===== config.mk =====
export PLATFORM = sky130hd
export DESIGN_NAME = sbit_frame_aligner
export DESIGN_NICKNAME = d
export VERILOG_FILES = /design/src/rtl/sbit_frame_aligner.sv
export SDC_FILE = /design/constraint.sdc
export NUM_CORES = 1
export LEC_CHECK = 0
export CORE_UTILIZATION = 52
export CTS_CLUSTER_DIAMETER = 40
export DETAILED_ROUTE_END_ITERATION = 8
export GPL_ROUTABILITY_DRIVEN = 0
export PLACE_DENSITY = 0.81
export SLEW_MARGIN = 20
export SYNTH_ARGS = -nofsm -noshare
export SYNTH_HDL_FRONTEND = slang
export SYNTH_SLANG_ARGS = --single-unit

===== constraint.sdc =====
create_clock -name clock -period 2.05 [get_ports clock]
set_clock_uncertainty 0.2 [all_clocks]
set_input_delay 0.3075 -clock clock [delete_from_list [all_inputs] [get_ports clock]]
set_output_delay 0.3075 -clock clock [all_outputs]
set_load 0.05 [all_outputs]

===== src/rtl/sbit_frame_aligner.sv =====
// S-bit frame aligner: deserializes NLANES serial S-bit lanes into one
// parallel word per 8-bit frame, tracking SOF periodicity.
module sbit_frame_aligner #(
    parameter int MXSBITS = 64,
    parameter int NLANES  = MXSBITS / 8
) (
    input  logic               clock,
    input  logic               reset_i,
    input  logic [NLANES-1:0]  d0,
    input  logic               start_of_frame,
    input  logic               mask,
    output logic [MXSBITS-1:0] sbits,
    output logic               sof_delayed,
    output logic               alignment_error
);

    logic [2:0]                   cnt_q;
    logic                         locked_q;
    logic [NLANES-1:0][6:0]       shift_q;
    logic [NLANES-1:0][6:0]       shift_d;
    logic [MXSBITS-1:0]           sbits_q;
    logic                         sof_q;
    logic                         err_q;

    logic [2:0]                   pos;
    logic                         capture;
    logic                         frame_done;
    logic                         early_sof;
    logic                         missing_sof;
    logic [MXSBITS-1:0]           frame_word;

    always_comb begin
        pos         = start_of_frame ? 3'd0 : cnt_q;
        capture     = locked_q || start_of_frame;
        // An early SOF restarts pos, so a truncated frame never reaches pos 7.
        frame_done  = locked_q && (pos == 3'd7);
        early_sof   = locked_q && start_of_frame && (cnt_q != 3'd0);
        missing_sof = locked_q && !start_of_frame && (cnt_q == 3'd0);

        shift_d = shift_q;
        if (capture) begin
            for (int l = 0; l < NLANES; l++) begin
                for (int b = 0; b < 7; b++) begin
                    if (pos == 3'(b)) begin
                        shift_d[l][b] = d0[l];
                    end
                end
            end
        end

        // Bit 7 is taken straight from the lane on the completing cycle.
        frame_word = '0;
        for (int l = 0; l < NLANES; l++) begin
            frame_word[l*8 +: 7] = shift_q[l];
            frame_word[l*8 + 7]  = d0[l];
        end
    end

    always_ff @(posedge clock) begin
        if (reset_i) begin
            cnt_q    <= 3'd0;
            locked_q <= 1'b0;
            shift_q  <= '0;
            sbits_q  <= '0;
            sof_q    <= 1'b0;
            err_q    <= 1'b0;
        end else begin
            cnt_q   <= pos + 3'd1;
            shift_q <= shift_d;
            sof_q   <= frame_done;
            if (start_of_frame) begin
                locked_q <= 1'b1;
            end
            if (early_sof || missing_sof) begin
                err_q <= 1'b1;
            end
            if (mask) begin
                sbits_q <= '0;
            end else if (frame_done) begin
                sbits_q <= frame_word;
            end
        end
    end

    assign sbits           = sbits_q;
    assign sof_delayed     = sof_q;
    assign alignment_error = err_q;

endmodule


==> results of run 1 <==
==> power by group through the flow <==
stage	logic [mW]	registers (mW)	clock network (mW)
after floorplan	0.119	2.54	0
after global placement	0.188	2.54	0
after detailed placement	0.191	2.54	0
after CTS	0.194	2.49	3.18
after global routing	0.207	2.49	3.30
final	0.195	2.49	3.15
==> Yosys cell counts (all sizes together) (2+ instances only) <==
cell	n
a21oi	67
buf	23
clkbuf	15
dfxtp	126
inv	2
mux2i	56
nand2	130
nand2b	64
nand4b	3
nor2	4
nor2b	3
nor3	2
==> metrics by stage <==
stage	hold slack, ns	utilization, %	worst slack, ns
global route	0.06903	71.21	0.06842
CTS	0.04291	71.21	0.1104
finish	0.06011	71.21	0.1245
detailed placement	0.2463	64.91	-0.08522
floorplan	0.2323	-	0.2154
global placement	0.2386	64.91	-0.03855
==> cell type report <==
cell class                      instances  area [sq um]  share of cell area [%]
Tap cell                              108         135.1                   2.176
Multi-Input combinational cell        340          1954                   31.47
Clock inverter                         10         158.9                   2.559
Sequential cell                       126          2522                   40.62
Clock buffer                           22         473.0                   7.616
Timing Repair Buffer                  102         958.4                   15.43
Inverter                                2         7.507                  0.1209
==> cells by family (layout without fill, tap and decap cells) <==
family | Yosys count | count (layout) | share of synthesized area (%)
XOR/XNOR | 1 | 1 | 0.1878
multiplexers | 56 | 56 | 12.01
AO/OA/AOI/OAI | 69 | 69 | 7.562
adder cells (fa/ha/maj) | 1 | 1 | 0.2681
flip-flops | 126 | 126 | 54.06
buffers and inverters | 40 | 136 | 4.130
AND/OR/NAND/NOR | 213 | 213 | 21.78
==> registers in the layout, summed over array words and instances (netlist names) <==
name and cells:
alignment_error 1, locked_q 1, sof_delayed 1, sbits 64
frame_word 56, cnt_q 3
==> worst min-delay path, cell delays in order <==
cell and delay (ns):
buf_2 0.12, buf_12 0.18, nor2_1 0.11
==> per-layer routing <==
metal	GRT usage, %	vias up
li1	-	1809
met5	0	-
met1	27.89	1812
met2	40.41	106
met3	7.225	21
met4	10.33	0
==> worst paths after layout <==
kind,startpoint,end,slack (ns)
min,reset_i,sof_delayed$_SDFF_PP0_,0.06
max reg2reg,cnt_q[2]$_SDFF_PP0_,sbits[36]$_SDFFE_PP0P_,0.18
max,sbits[33]$_SDFFE_PP0P_,sbits[33],0.12
min reg2reg,sbits[4]$_SDFFE_PP0P_,sbits[4]$_SDFFE_PP0P_,0.25
==> repair_timing <==
item	4_1_cts	5_1_grt
hold buffers	0	0
endpoints found under the setup margin	66	0
gates resized for setup	66	0
==> flow_metrics.py, run 1 <==
metrics = {
    "power": {
        "netSwitchingPower_mw": 1.173,
        "p_leak_nw": 2.758,
        "power.density_mw_per_mm2": 939.4,
        "ir_drop_mv": 0.5601,
        "p_int_mw": 4.661,
        "power_mw": 5.834,
        "pwr-share-comb_pct": 3.3,
        "sw_frac_of_total_pct": 20.10,
        "clkPwrFrac_pct": 54.0,
        "seq_power_share_pct": 42.7,
    },
    "yosys": {
        "synth_cell_types": 27,
        "synth_edf_count": 0,
        "synth_area_leaders": "dfxtp_1, mux2i_1, nand2_1",
        "synth_top_area_share_pct": 54.06,
        "yosysWarnings": 0,
        "ys_seq_area_share_pct": 54.06,
        "synth_top_area_cell": "dfxtp_1",
        "ys_seq_elements": 126,
        "syn_inst": 506,
        "synthFlopType": "dfxtp_1",
        "synth_area_sq_mm": 0.004666,
        "avgSynthCellArea_sq_um": 9.221,
        "async_flop_share_pct": 0,
        "syn_nets": 519,
    },
    "worst_setup_path": {
        "critPathMaxFanout": 2,
        "cp.depth": 1,
        "critPathMaxStageDelay_ns": 0.55,
        "crit_slowest_cell": "dlygate4sd2_1",
        "crit_family": "buffers and inverters",
        "reg2reg_depth": 6,
        "startpoint_type": "register",
        "path_buf_inv": 1,
        "cp.required_ns": 1.54,
        "crit_arrival_ns": 1.42,
        "critPathKind": "reg2out",
        "crit_path_end_kind": "primary output",
        "path_cells": "dlygate4sd2_1",
    },
    "detailed_routing": {
        "dr.pass1.iters": 6,
        "vias": 3748,
        "drtIter0Drc": 124,
        "antenna_left": 0,
        "wl_met1_mm": 4.732,
        "routed_wl_mm": 10.79,
        "routedWlPerCell_um": 15.19,
        "met2_length_mm": 5.281,
        "avgViaCountPerCell": 5.279,
        "wl_met3_um": 539,
        "drc": 0,
        "maxUsedRoutingLayer": "met4",
    },
    "worst_hold_path": {
        "hold_depth": 3,
        "hold_path_class": "in2reg",
    },
    "cts": {
        "ctsLongestPathBuffers": 2,
        "root_buffer": "clkbuf_8",
        "cts_tree": "done",
        "path_clk_slew_ns": 0.06,
        "cts_sinks": 126,
        "clkLatencyLatePin_ns": 0.51,
        "postCtsSetupBuffers": 0,
        "cts_buffers": 17,
        "h-tree-depth": 4,
    },
    "floorplanning": {
        "die_y_um": 96.73,
        "die_x_um": 96.73,
        "die_area_sq_mm": 0.009356,
        "start_util_pct": 53.50,
        "coreArea_sq_mm": 0.008721,
        "placementRows": 34,
        "io_pins": 78,
    },
    "sta": {
        "setup_tns_ns": 0,
        "setup_viol": 0,
        "final_hold_viol_count": 0,
        "relSlewSlack_pct": 66.35,
        "rsz0062_at_grt": "no",
        "tightest_slew_ns": 0.5068,
        "fin_crit_ns": 1.926,
        "min_period_over_period_pct": 93.93,
        "drv_slew": 0,
        "fmax_mhz": 519.3,
    },
    "finish": {
        "nets": 602,
        "insertedDiodeCount": 0,
        "stdcell_area_sq_mm": 0.006210,
        "drive_above_1_share_pct": 10.47,
        "fin_cells": 710,
        "final_common_cell": "nand2_1",
        "fillers": 645,
        "areaGrowthSynthToFinish_pct": 33.09,
        "final_cell_mix": "nand2_1, dfxtp_1, a21oi_1, dlygate4sd2_1, nand2b_1",
    },
    "global_routing": {
        "grt_usage_pct": 23.87,
        "overflow": 0,
        "grt_max_degree": 71,
        "grt_pass1_wl_mm": 17.78,
        "grt_pass1_vias": 3724,
        "antenna_found_initial": 0,
    },
    "run": {
        "drv_cap": 0,
    },
    "placement": {
        "placed_cell_area_sq_mm": 0.005660,
        "dp_hpwl_mm": 6.553,
        "post-place-cells": 678,
        "port_buffers": 77,
    },
    "run_status": {
        "status": "completed",
    },
}
(Power assumes the default switching activity.)
==> run 2: changes to the inputs <==
--- a/config.mk
+++ b/config.mk
@@ -5,7 +5,10 @@
 export SDC_FILE = /design/constraint.sdc
 export NUM_CORES = 1
 export LEC_CHECK = 0
-export CORE_UTILIZATION = 52
+export ABC_AREA = 1
+export CELL_PAD_IN_SITES_DETAIL_PLACEMENT = 0
+export CELL_PAD_IN_SITES_GLOBAL_PLACEMENT = 1
+export CORE_UTILIZATION = 38
 export CTS_CLUSTER_DIAMETER = 40
 export DETAILED_ROUTE_END_ITERATION = 8
 export GPL_ROUTABILITY_DRIVEN = 0
==> run 2 against run 1 <==
- non-clock buffer count down 6
- clock-buffer cell count shrank 4
- worst setup slack gained 0.11 ns
- utilization fell by 19 points
- largest cell class unchanged
==> flow_metrics.py, run 2 <==
metrics = {
    "global_routing": {
        "grt_pass1_vias": 3915,
        "antenna_found_initial": 0,
        "grtUsageMet1_pct": 24.79,
        "grt_usage_pct": 19.68,
        "grtUsageMet2_pct": 31.98,
        "use_met3_pct": 5.238,
        "grt_max_degree": 65,
        "grt_pass1_wl_mm": 19.24,
        "top_usage_layer": "met2",
        "overflow": 0,
    },
    "yosys": {
        "synth_area_leaders": "dfxtp_1, nand2_1, nor2_1",
        "synth_top_area_share_pct": 54.24,
        "synth_adder_area_share_pct": 0.2690,
        "yosysWarnings": 0,
        "synth_cell_types": 25,
        "synth_area_sq_mm": 0.004651,
        "ys_seq_area_share_pct": 54.24,
        "syn_inst": 606,
        "synth_top_family_by_area": "simple AND/OR/NAND/NOR gates",
        "synth_edf_count": 0,
        "muxShareOfSynthArea_pct": 0,
        "ys_seq_elements": 126,
        "synth_top_area_cell": "dfxtp_1",
        "yosysMostFrequentCell": "nand2_1",
        "synth_commonest_cells": "nand2_1, dfxtp_1, nor2_1, a21oi_1",
        "synthFlopType": "dfxtp_1",
        "synthXorXnorAreaFrac_pct": 0,
        "avgSynthCellArea_sq_um": 7.674,
        "async_flop_share_pct": 0,
        "synth_compound_area_share_pct": 10.01,
        "syn_nets": 619,
        "yosys.area_share.simple_pct": 30.19,
    },
    "floorplanning": {
        "die_x_um": 112.6,
        "io_pins": 78,
        "die_area_sq_mm": 0.01269,
        "placementRows": 40,
        "die_y_um": 112.6,
        "start_util_pct": 38.88,
        "coreArea_sq_mm": 0.01196,
    },
    "sta": {
        "rsz0062_at_grt": "no",
        "setup_viol": 0,
        "setup_tns_ns": 0,
        "final_hold_viol_count": 0,
        "fin_crit_ns": 1.818,
        "drv_slew": 0,
        "min_period_over_period_pct": 88.67,
        "fmax_mhz": 550.1,
        "relSlewSlack_pct": 66.75,
        "tightest_slew_ns": 0.4980,
    },
    "worst_setup_path": {
        "startpoint_type": "register",
        "crit_arrival_ns": 1.31,
        "critPathMaxStageDelay_ns": 0.54,
        "cp.required_ns": 1.54,
        "crit_path_end_kind": "primary output",
        "critPathMaxFanout": 2,
        "path_cells": "dlygate4sd2_1",
        "crit_slowest_cell": "dlygate4sd2_1",
        "path_buf_inv": 1,
        "critPathKind": "reg2out",
        "crit_family": "buffers and inverters",
    },
    "power": {
        "p_leak_nw": 2.626,
        "power.density_mw_per_mm2": 943.3,
        "pwr-share-comb_pct": 4.6,
        "ir_drop_mv": 0.3921,
        "netSwitchingPower_mw": 1.243,
        "p_int_mw": 4.593,
        "clkPwrFrac_pct": 52.4,
        "seq_power_share_pct": 43.0,
        "sw_frac_of_total_pct": 21.30,
    },
    "cts": {
        "ctsHoldBuffers": 0,
        "cts_sinks": 126,
        "ctsLongestPathBuffers": 2,
        "cts_buffers": 17,
        "cts_tree": "done",
        "clkLatencyLatePin_ns": 0.41,
        "path_clk_slew_ns": 0.06,
        "h-tree-depth": 4,
        "postCtsSetupBuffers": 0,
        "root_buffer": "clkbuf_16",
    },
    "worst_hold_path": {
        "hold_path_class": "reg2reg",
    },
    "finish": {
        "drive_above_1_share_pct": 11.57,
        "areaGrowthSynthToFinish_pct": 33.04,
        "multiInputGateArea_sq_mm": 0.001884,
        "fillers": 1162,
        "largest_register_ffs": 64,
        "nets": 702,
        "final_cell_mix": "nand2_1, dfxtp_1, nor2_1, a21oi_1, dlygate4sd2_1",
        "stdcell_area_sq_mm": 0.006187,
        "insertedDiodeCount": 0,
        "final_common_cell": "nand2_1",
        "fin_util_pct": 51.73,
        "seq_area_sq_mm": 0.002522,
    },
    "detailed_routing": {
        "antenna_left": 0,
        "drtIter0Drc": 204,
        "dr.pass1.iters": 4,
        "vias": 4022,
        "routedWlPerCell_um": 13.49,
        "routed_wl_mm": 11.43,
        "avgViaCountPerCell": 4.749,
        "drc": 0,
    },
    "run_status": {
        "status": "completed",
    },
    "placement": {
        "dp_hpwl_mm": 7.227,
        "placed_cell_area_sq_mm": 0.005644,
        "port_buffers": 77,
    },
    "run": {
        "drv_cap": 0,
    },
}
[run 2: cell types whose count changed after synthesis, moves of 7 or more]
| cell | delta |
|---|---|
| clkbuf_1 | -7 |
| o21ai_0 | +15 |
| nand2_1 | +57 |
| nor2_1 | +99 |
| nor3_1 | +14 |
| a211oi_1 | +8 |
| mux2i_1 | -56 |
| nand3_1 | +18 |
| nand2b_1 | -64 |
| inv_1 | +16 |
[run 2: worst min-delay path: cells and delay by family (launching register included)]
kind | cells | cell delay [ns]
AOI/OAI and AO/OA | 1 | 0.05
DFF | 1 | 0.30
and+or+nand+nor | 1 | 0.06
[run 2: worst paths after layout]
kind | startpoint | endpoint | slack (ns) | cells past startpoint
max | sbits[29]$_SDFFE_PP0P_ | sbits[29] | 0.23 | 1
min | frame_word[61]$_SDFFE_PP0P_ | sbits[61]$_SDFFE_PP0P_ | 0.26 | 2
max reg2reg | cnt_q[0]$_SDFF_PP0_ | frame_word[52]$_SDFFE_PP0P_ | 0.25 | 5
min reg2reg | frame_word[61]$_SDFFE_PP0P_ | sbits[61]$_SDFFE_PP0P_ | 0.26 | 2
[run 2: metal layers]
metal	vias up	wire (um)	part of all wire [%]
met5	-	0	0
met4	0	160	1.4
met3	14	455	4.0
met2	87	5314	46
met1	1827	5497	48
li1	2094	-	-
[run 2: power by group through the flow]
stage          logic (mW)  clock network [mW]  registers (mW)
2_1_floorplan       0.161                   0            2.56
3_3_place_gp        0.265                   0            2.56
3_5_place_dp        0.268                   0            2.56
4_1_cts             0.270                3.10            2.51
5_1_grt             0.300                3.23            2.51
6_report            0.268                3.06            2.51
[run 2: logic make-up after synthesis]
family,Yosys count
compound gates,89
fa+ha+maj,1
simple gates,336
flops,126
buf+inv,54
[run 2: timing repair]
action,CTS,global route
endpoints found under the hold margin,0,0
resized for setup,48,1
setup endpoints to repair,48,1
[run 2: stage by stage]
stage	hold slack (ns)	setup slack [ns]	instances	power, mW
6_report	0.2594	0.2323	847	5.836
5_1_grt	0.2751	0.08443	847	6.044
4_1_cts	0.2605	0.001596	847	5.884
3_5_place_dp	0.2536	-0.06740	817	2.831
3_3_place_gp	0.2471	-0.01622	817	2.827
2_1_floorplan	0.1766	0.2141	606	2.723
[run 2: final cells by class]
| class | count | share of cell area, % |
|---|---|---|
| Tap cell | 147 | 2.973 |
| Clock inverter | 12 | 2.770 |
| Multi-Input combinational cell | 426 | 30.46 |
| Inverter | 22 | 1.335 |
| Sequential cell | 126 | 40.77 |
| Timing Repair Buffer | 96 | 14.76 |
| Clock buffer | 18 | 6.936 |
